===== config.mk =====
export PLATFORM = sky130hd
export DESIGN_NAME = zigzag_rle
export DESIGN_NICKNAME = d
export VERILOG_FILES = /design/src/rtl/jpeg_pkg.sv /design/src/rtl/zigzag_pingpong_ram.sv /design/src/rtl/zigzag_rle.sv
export SDC_FILE = /design/constraint.sdc
export NUM_CORES = 2
export LEC_CHECK = 0
export CORE_ASPECT_RATIO = 0.6
export CORE_UTILIZATION = 57
export CTS_CLUSTER_DIAMETER = 150
export DETAILED_ROUTE_END_ITERATION = 10
export PLACE_DENSITY = 0.82
export SLEW_MARGIN = 10
export SYNTH_ARGS = -nofsm -noshare
export SYNTH_HDL_FRONTEND = slang
export SYNTH_SLANG_ARGS = --single-unit

===== constraint.sdc =====
create_clock -name clk -period 4.5 [get_ports clk]
set_clock_uncertainty 0.2 [all_clocks]
set_input_delay 1.125 -clock clk [delete_from_list [all_inputs] [get_ports clk]]
set_output_delay 1.125 -clock clk [all_outputs]
set_load 0.02 [all_outputs]

===== src/rtl/jpeg_pkg.sv =====
// ============================================================================
// Module : jpeg_pkg
// Brief  : JPEG zigzag scan table, ZRL run constant and run-length symbol type.
// Rev    : 1.0
// ============================================================================
`default_nettype none

package jpeg_pkg;

   // Symbol value field is sized for the widest supported coefficient (<= 16 bits).
   localparam int c_sym_value_w = 16;

   localparam logic [3:0] c_zrl_run = 4'd15;

   // Entry k is the raster index of the k-th coefficient in zigzag order.
   localparam logic [5:0] c_zigzag_lut [64] = '{
      6'd0,  6'd1,  6'd8,  6'd16, 6'd9,  6'd2,  6'd3,  6'd10,
      6'd17, 6'd24, 6'd32, 6'd25, 6'd18, 6'd11, 6'd4,  6'd5,
      6'd12, 6'd19, 6'd26, 6'd33, 6'd40, 6'd48, 6'd41, 6'd34,
      6'd27, 6'd20, 6'd13, 6'd6,  6'd7,  6'd14, 6'd21, 6'd28,
      6'd35, 6'd42, 6'd49, 6'd56, 6'd57, 6'd50, 6'd43, 6'd36,
      6'd29, 6'd22, 6'd15, 6'd23, 6'd30, 6'd37, 6'd44, 6'd51,
      6'd58, 6'd59, 6'd52, 6'd45, 6'd38, 6'd31, 6'd39, 6'd46,
      6'd53, 6'd60, 6'd61, 6'd54, 6'd47, 6'd55, 6'd62, 6'd63
   };

   typedef struct packed {
      logic [3:0]                      run;
      logic signed [c_sym_value_w-1:0] value;
      logic                            eob;
   } rle_sym_t;

endpackage

`default_nettype wire


===== src/rtl/zigzag_pingpong_ram.sv =====
// ============================================================================
// Module : zigzag_pingpong_ram
// Brief  : Two 64-entry coefficient banks, one write port, one registered read port.
// Rev    : 1.0
// ============================================================================
`default_nettype none

module zigzag_pingpong_ram #(
   parameter int DATA_WIDTH = 10
) (
   input  logic                  clk,
   input  logic                  wr_en,
   input  logic                  wr_bank,
   input  logic [5:0]            wr_addr,
   input  logic [DATA_WIDTH-1:0] wr_data,
   input  logic                  rd_en,
   input  logic                  rd_bank,
   input  logic [5:0]            rd_addr,
   output logic [DATA_WIDTH-1:0] rd_data
);

   logic [DATA_WIDTH-1:0] r_mem [128];
   logic [DATA_WIDTH-1:0] r_rd_data;

   // Read data holds while rd_en is low so a stalled coefficient stays visible.
   always_ff @(posedge clk) begin
      if (wr_en) r_mem[{wr_bank, wr_addr}] <= wr_data;
      if (rd_en) r_rd_data <= r_mem[{rd_bank, rd_addr}];
   end

   assign rd_data = r_rd_data;

endmodule

`default_nettype wire


===== src/rtl/zigzag_rle.sv =====
// ============================================================================
// Module : zigzag_rle
// Brief  : Ping-pong block buffer with zigzag readout; run-length coding when
//          ZIGZAG_RLE_ENCODE_EN is defined, plain zigzag pass-through otherwise.
// Rev    : 1.0
// ============================================================================
`default_nettype none

module zigzag_rle #(
   parameter int DATA_WIDTH = 10
) (
   input  logic                  clk,
   input  logic                  rst_n,
   input  logic [DATA_WIDTH-1:0] in_data,
   input  logic                  in_valid,
   output logic [3:0]            out_run,
   output logic [DATA_WIDTH-1:0] out_value,
   output logic                  out_eob,
   output logic                  out_valid,
   input  logic                  out_ready,
   output logic                  overflow
);
   import jpeg_pkg::*;

   typedef enum logic [2:0] {
      S_IDLE, S_FETCH, S_SCAN, S_EMIT
`ifdef ZIGZAG_RLE_ENCODE_EN
      , S_ZRL, S_EOB
`endif
   } state_t;

   state_t   r_state, w_state_nx;
   rle_sym_t r_sym, w_sym_nx;
   logic                  r_wr_bank, r_rd_bank, r_overflow, r_out_valid, w_valid_nx;
   logic [5:0]            r_wr_idx, r_k, w_k_nx, w_rd_k, w_rd_addr;
   logic [1:0]            r_full, w_set, w_clr;
   logic                  w_wbank, w_wr_en, w_wrap, w_drop;
   logic                  w_rd_en, w_done, w_xfer, w_last;
   logic [DATA_WIDTH-1:0] w_rd_data;
   logic signed [c_sym_value_w-1:0] w_coef;
   logic [3:0]            w_run;
   logic                  w_unused_value;
`ifdef ZIGZAG_RLE_ENCODE_EN
   logic [5:0]            r_zc, w_zc_nx;
   assign w_run = r_zc[3:0];
`else
   assign w_run = 4'd0;
`endif

   // Write side: a full write bank hands over to the other one as soon as it is empty.
   assign w_wbank = (r_full[r_wr_bank] && !r_full[~r_wr_bank]) ? ~r_wr_bank : r_wr_bank;
   assign w_wr_en = in_valid && !r_full[w_wbank];
   assign w_drop  = in_valid && !w_wr_en;
   assign w_wrap  = w_wr_en && (r_wr_idx == 6'd63);
   assign w_set   = w_wrap ? (w_wbank ? 2'b10 : 2'b01) : 2'b00;
   assign w_clr   = w_done ? (r_rd_bank ? 2'b10 : 2'b01) : 2'b00;

   always_ff @(posedge clk or negedge rst_n) begin
      if (!rst_n) begin
         r_wr_bank  <= 1'b0;
         r_wr_idx   <= '0;
         r_full     <= '0;
         r_overflow <= 1'b0;
      end else begin
         r_full     <= (r_full | w_set) & ~w_clr;
         r_overflow <= r_overflow | w_drop;
         r_wr_bank  <= (w_wrap && !r_full[~w_wbank]) ? ~w_wbank : w_wbank;
         if (w_wr_en) r_wr_idx <= r_wr_idx + 6'd1;
      end
   end

   assign w_rd_addr = c_zigzag_lut[w_rd_k];

   zigzag_pingpong_ram #(.DATA_WIDTH(DATA_WIDTH)) u_ram (
      .clk     (clk),
      .wr_en   (w_wr_en),
      .wr_bank (w_wbank),
      .wr_addr (r_wr_idx),
      .wr_data (in_data),
      .rd_en   (w_rd_en),
      .rd_bank (r_rd_bank),
      .rd_addr (w_rd_addr),
      .rd_data (w_rd_data)
   );

   assign w_coef = c_sym_value_w'($signed(w_rd_data));
   assign w_xfer = r_out_valid && out_ready;
   assign w_last = (r_k == 6'd63);

   // Leaving SCAN with a consumed coefficient prefetches k+1, so zero runs cost one cycle each.
   always_comb begin
      w_state_nx = r_state;
      w_k_nx     = r_k;
      w_sym_nx   = r_sym;
      w_valid_nx = r_out_valid;
      w_rd_en    = 1'b0;
      w_rd_k     = r_k + 6'd1;
      w_done     = 1'b0;
`ifdef ZIGZAG_RLE_ENCODE_EN
      w_zc_nx    = r_zc;
`endif
      case (r_state)
         S_IDLE: begin
            if (r_full[r_rd_bank]) w_state_nx = S_FETCH;
         end
         S_FETCH: begin
            w_rd_en    = 1'b1;
            w_rd_k     = r_k;
            w_state_nx = S_SCAN;
         end
         S_SCAN: begin
`ifdef ZIGZAG_RLE_ENCODE_EN
            if ((r_k != 6'd0) && (w_coef == '0)) begin
               if (w_last) begin
                  w_sym_nx.run   = 4'd0;
                  w_sym_nx.value = '0;
                  w_sym_nx.eob   = 1'b1;
                  w_valid_nx     = 1'b1;
                  w_state_nx     = S_EOB;
               end else begin
                  w_zc_nx = r_zc + 6'd1;
                  w_k_nx  = r_k + 6'd1;
                  w_rd_en = 1'b1;
               end
            end else if (r_zc >= 6'd16) begin
               w_sym_nx.run   = c_zrl_run;
               w_sym_nx.value = '0;
               w_sym_nx.eob   = 1'b0;
               w_zc_nx        = r_zc - 6'd16;
               w_valid_nx     = 1'b1;
               w_state_nx     = S_ZRL;
            end else begin
               w_zc_nx = '0;
`endif
               w_sym_nx.run   = w_run;
               w_sym_nx.value = w_coef;
               w_sym_nx.eob   = w_last;
               w_valid_nx     = 1'b1;
               w_state_nx     = S_EMIT;
               if (!w_last) begin
                  w_k_nx  = r_k + 6'd1;
                  w_rd_en = 1'b1;
               end
`ifdef ZIGZAG_RLE_ENCODE_EN
            end
`endif
         end
         S_EMIT: begin
            if (w_xfer) begin
               w_valid_nx = 1'b0;
               if (r_sym.eob) w_done = 1'b1;
               else           w_state_nx = S_SCAN;
            end
         end
`ifdef ZIGZAG_RLE_ENCODE_EN
         S_ZRL: begin
            // The nonzero coefficient is still held in the RAM output register.
            if (w_xfer) begin
               w_valid_nx = 1'b0;
               w_state_nx = S_SCAN;
            end
         end
         S_EOB: begin
            if (w_xfer) begin
               w_valid_nx = 1'b0;
               w_done     = 1'b1;
            end
         end
`endif
         default: w_state_nx = S_IDLE;
      endcase
      if (w_done) begin
         w_state_nx = r_full[~r_rd_bank] ? S_FETCH : S_IDLE;
         w_k_nx     = '0;
`ifdef ZIGZAG_RLE_ENCODE_EN
         w_zc_nx    = '0;
`endif
      end
   end

   always_ff @(posedge clk or negedge rst_n) begin
      if (!rst_n) begin
         r_state     <= S_IDLE;
         r_k         <= '0;
         r_sym       <= '0;
         r_out_valid <= 1'b0;
         r_rd_bank   <= 1'b0;
`ifdef ZIGZAG_RLE_ENCODE_EN
         r_zc        <= '0;
`endif
      end else begin
         r_state     <= w_state_nx;
         r_k         <= w_k_nx;
         r_sym       <= w_sym_nx;
         r_out_valid <= w_valid_nx;
         r_rd_bank   <= r_rd_bank ^ w_done;
`ifdef ZIGZAG_RLE_ENCODE_EN
         r_zc        <= w_zc_nx;
`endif
      end
   end

   assign w_unused_value = ^r_sym.value;

   assign out_run   = r_sym.run;
   assign out_value = r_sym.value[DATA_WIDTH-1:0];
   assign out_eob   = r_sym.eob;
   assign out_valid = r_out_valid;
   assign overflow  = r_overflow;

endmodule

`default_nettype wire


==> impl_metrics.env <==
export IMPL_htreeDepth=3
export IMPL_violations="negative setup slack"
export IMPL_crit_required_ns=4.92
export IMPL_ctsHoldBuffers=0
export IMPL_grt_max_degree=97
export IMPL_drt_iter0_drc=7882
export IMPL_initial_core_util_pct=57.9
export IMPL_cts_buffers=112
export IMPL_syn_inst=3835
export IMPL_gp_congestion=0.998
export IMPL_synth_most_common_cell="edfxtp_1"
export IMPL_wl_per_cell_um=30.3
export IMPL_synthArstFlopShare_pct=2.35
export IMPL_synth_edf_count=1290
export IMPL_synthTopCellsByArea="edfxtp_1 71%, mux2i_1 4.3%, nand2_1 4.3%, a221oi_1 1.9%, a211oi_1 1.7%"
export IMPL_netlist_area_leader_share_pct=70.7
export IMPL_final_max_slew_viol_count=0
export IMPL_setup_ws_ns=-0.279
export IMPL_ys_types=90
export IMPL_die_width_um=402
export IMPL_fmax_mhz=209
export IMPL_crit_path_frequent_cell="buf_4"
export IMPL_viasPerCell=6.92
export IMPL_io_buffers=26
export IMPL_finalCritPeriodShare_pct=106
export IMPL_areaGrowthSynthToFinish_pct=22.2
export IMPL_ys_warnings_count=0
export IMPL_wirelength_um=174000
export IMPL_start_kind="flop"
export IMPL_netlist_top_cells_count="1290 x edfxtp_1, 628 x nand2_1, 237 x mux2i_1, 165 x nand3_1, 159 x nor2_1"
export IMPL_rsz0062_at_grt="true"
export IMPL_hold_violations=0
export IMPL_core_area_sq_um=94600
export IMPL_slew_headroom_pct=23.1
export IMPL_antenna_found_initial=10
export IMPL_hp_class="in2async"
export IMPL_r2r_start="r_state[1]"
export IMPL_synth_seq_area_share_pct=72.1
export IMPL_pre_cts_ws_ns=-1.06
export IMPL_num_vias=39685
export IMPL_drive_gt1_share_pct=24.9
export IMPL_reg2reg_to="u_ram.rd_data[2]"
export IMPL_setup_viol=10
export IMPL_cts_sinks=1321
export IMPL_drv_cap=0
export IMPL_clock_root_buffer="clkbuf_16"
export IMPL_end_kind="flop"
export IMPL_dieArea_sq_um=97400
export IMPL_ys_seq_elements=1321
export IMPL_drtPass1Iterations=7
export IMPL_slowest_stage="a311oi_1"
export IMPL_post_dp_hpwl_um=101000
export IMPL_cts_tree="yes"
export IMPL_tightest_slew_ns=1.15
export IMPL_slowest_delay_ns=0.58
export IMPL_ios=31
export IMPL_fin_nets=4423
export IMPL_grt_ovfl_total=0
export IMPL_rr_worst_depth=20
export IMPL_avgSynthCellArea_sq_um=14.3
export IMPL_path_max_fanout=20
export IMPL_cp_cell_sequence="inv_2 -> ha_4 -> buf_6 -> buf_6 -> nand4b_1 -> buf_4 -> xor2_2 -> buf_4 -> o2111ai_1 -> a21o_4 -> buf_12 -> buf_4 -> buf_4 -> a221oi_1 -> a211oi_1 -> a311oi_1 -> nor4_2 -> buf_4 -> a31oi_4 -> and4bb_1"
export IMPL_reg2reg_setup_slack_ns=-0.28
export IMPL_status="complete, but fails checks"
export IMPL_ant_nets=0
export IMPL_dieHeight_um=242
export IMPL_path_class="reg2reg"
export IMPL_grt_pass1_vias=37367
export IMPL_synthesis_area_sq_um=54800
export IMPL_clkLatencyLatePin_ns=0.75
export IMPL_fp_row_count=87
export IMPL_track_usage_pct=34.2
export IMPL_finalCriticalPeriod_ns=4.78
export IMPL_ys_flop_type="edfxtp_1"
export IMPL_drc=0
export IMPL_yosys_area_top_type="edfxtp_1"
export IMPL_cts_path_max_buffers=3
export IMPL_grt_pass1_wl_um=246000
export IMPL_worstPathArrival_ns=5.20
export IMPL_clkTransAtPathRegs_ns=0.07
-- kinds of logic after synthesis --
group | count (synthesis) | share of synthesized area [%]
AO/OA/AOI/OAI | 655 | 9.11
adder cells (fa/ha/maj) | 17 | 0.388
other | 1 | 0.00684
flip-flops | 1321 | 72.1
AND/OR/NAND/NOR | 1133 | 9.17
buffers and inverters | 402 | 3.25
XOR/XNOR | 19 | 0.345
multiplexers | 287 | 5.62
-- placed cells by master (no fill, tap or decap), types with 37 or more instances in the layout --
master / Yosys / routed
nand3_1: 165 / 155
a21oi_1: 73 / 68
buf_12: 0 / 73
nor2_1: 159 / 155
edfxtp_1: 1290 / 1290
nand2_1: 628 / 618
o21ai_0: 72 / 49
buf_4: 30 / 552
a211oi_1: 121 / 86
mux2i_1: 237 / 227
inv_1: 129 / 128
clkbuf_16: 0 / 115
a221oi_1: 118 / 99
buf_6: 3 / 37
nand4_1: 50 / 50
a211oi_2: 4 / 37
-- metrics by stage --
step,utilization [%],cell area [sq um],setup TNS (ns),hold slack (ns),std cells
after global placement,63.9,60500,-6.10,0.293,5429
after floorplan,-,54800,0,0.254,3838
after detailed placement,63.9,60500,-6.87,0.295,5429
after global routing,70.8,67000,-3.18,0.323,5731
final,70.8,67000,-1.94,0.288,5732
after CTS,69.9,66100,-0.481,0.278,5709
-- cell type report --
class	count	area, sq um
fillers	5449	27600
diodes	2	5.00
clock buffers	133	2900
repair buffers	710	6970
multi-input cells	2115	14900
flip-flops and latches	1321	39500
clock inverters	73	648
well taps	1246	1560
inverters	132	495
-- per-layer routing --
metal	up-vias	wire (um)	track usage [%]	share of wire, %
met2	3772	74700	49.2	43
met1	19334	61000	48.0	35
met5	-	193	0	0.11
li1	15878	-	-	-
met3	687	29300	12.2	17
met4	14	8630	13.2	5.0
-- critical path, delay by kind of cell, from the launching register on --
| kind | cells | cell delay, ns |
|---|---|---|
| AO/OA/AOI/OAI | 6 | 1.78 |
| XOR/XNOR | 1 | 0.21 |
| adder cells (fa/ha/maj) | 1 | 0.19 |
| buffers and inverters | 9 | 1.36 |
| flip-flops | 1 | 0.36 |
| AND/OR/NAND/NOR | 3 | 0.55 |
-- flip-flops by register name, indices dropped and copies added, names as in the netlist --
register / count
u_ram.rd_data: 10
out_valid: 1
r_k: 6
r_wr_idx: 6
overflow: 1
out_value: 10
r_state: 2
u_ram.r_mem: 1280
r_full: 2
r_rd_bank: 1
out_eob: 1
r_wr_bank: 1
-- worst max-delay path by stage --
stage                          start               end  slack, ns  depth (start not counted)
after floorplan           r_state[1]  u_ram.rd_data[8]       0.02                         23
after global placement    r_state[1]  u_ram.rd_data[1]      -0.88                         21
after detailed placement  r_state[0]  u_ram.rd_data[1]      -1.06                         20
after CTS                     r_k[1]  u_ram.rd_data[1]      -0.09                         20
after global routing      r_state[1]  u_ram.rd_data[8]      -0.36                         19
final                     r_state[1]  u_ram.rd_data[2]      -0.28                         20
-- repair_timing --
item                       CTS  global route
cloned                      16             2
setup buffers               59            29
setup endpoints to repair   10            10
gates resized for setup    226           136
pin swaps                   51            42
Power is not shown: default switching activity piles up to over one toggle a cycle in this logic, so the estimate is an artifact.
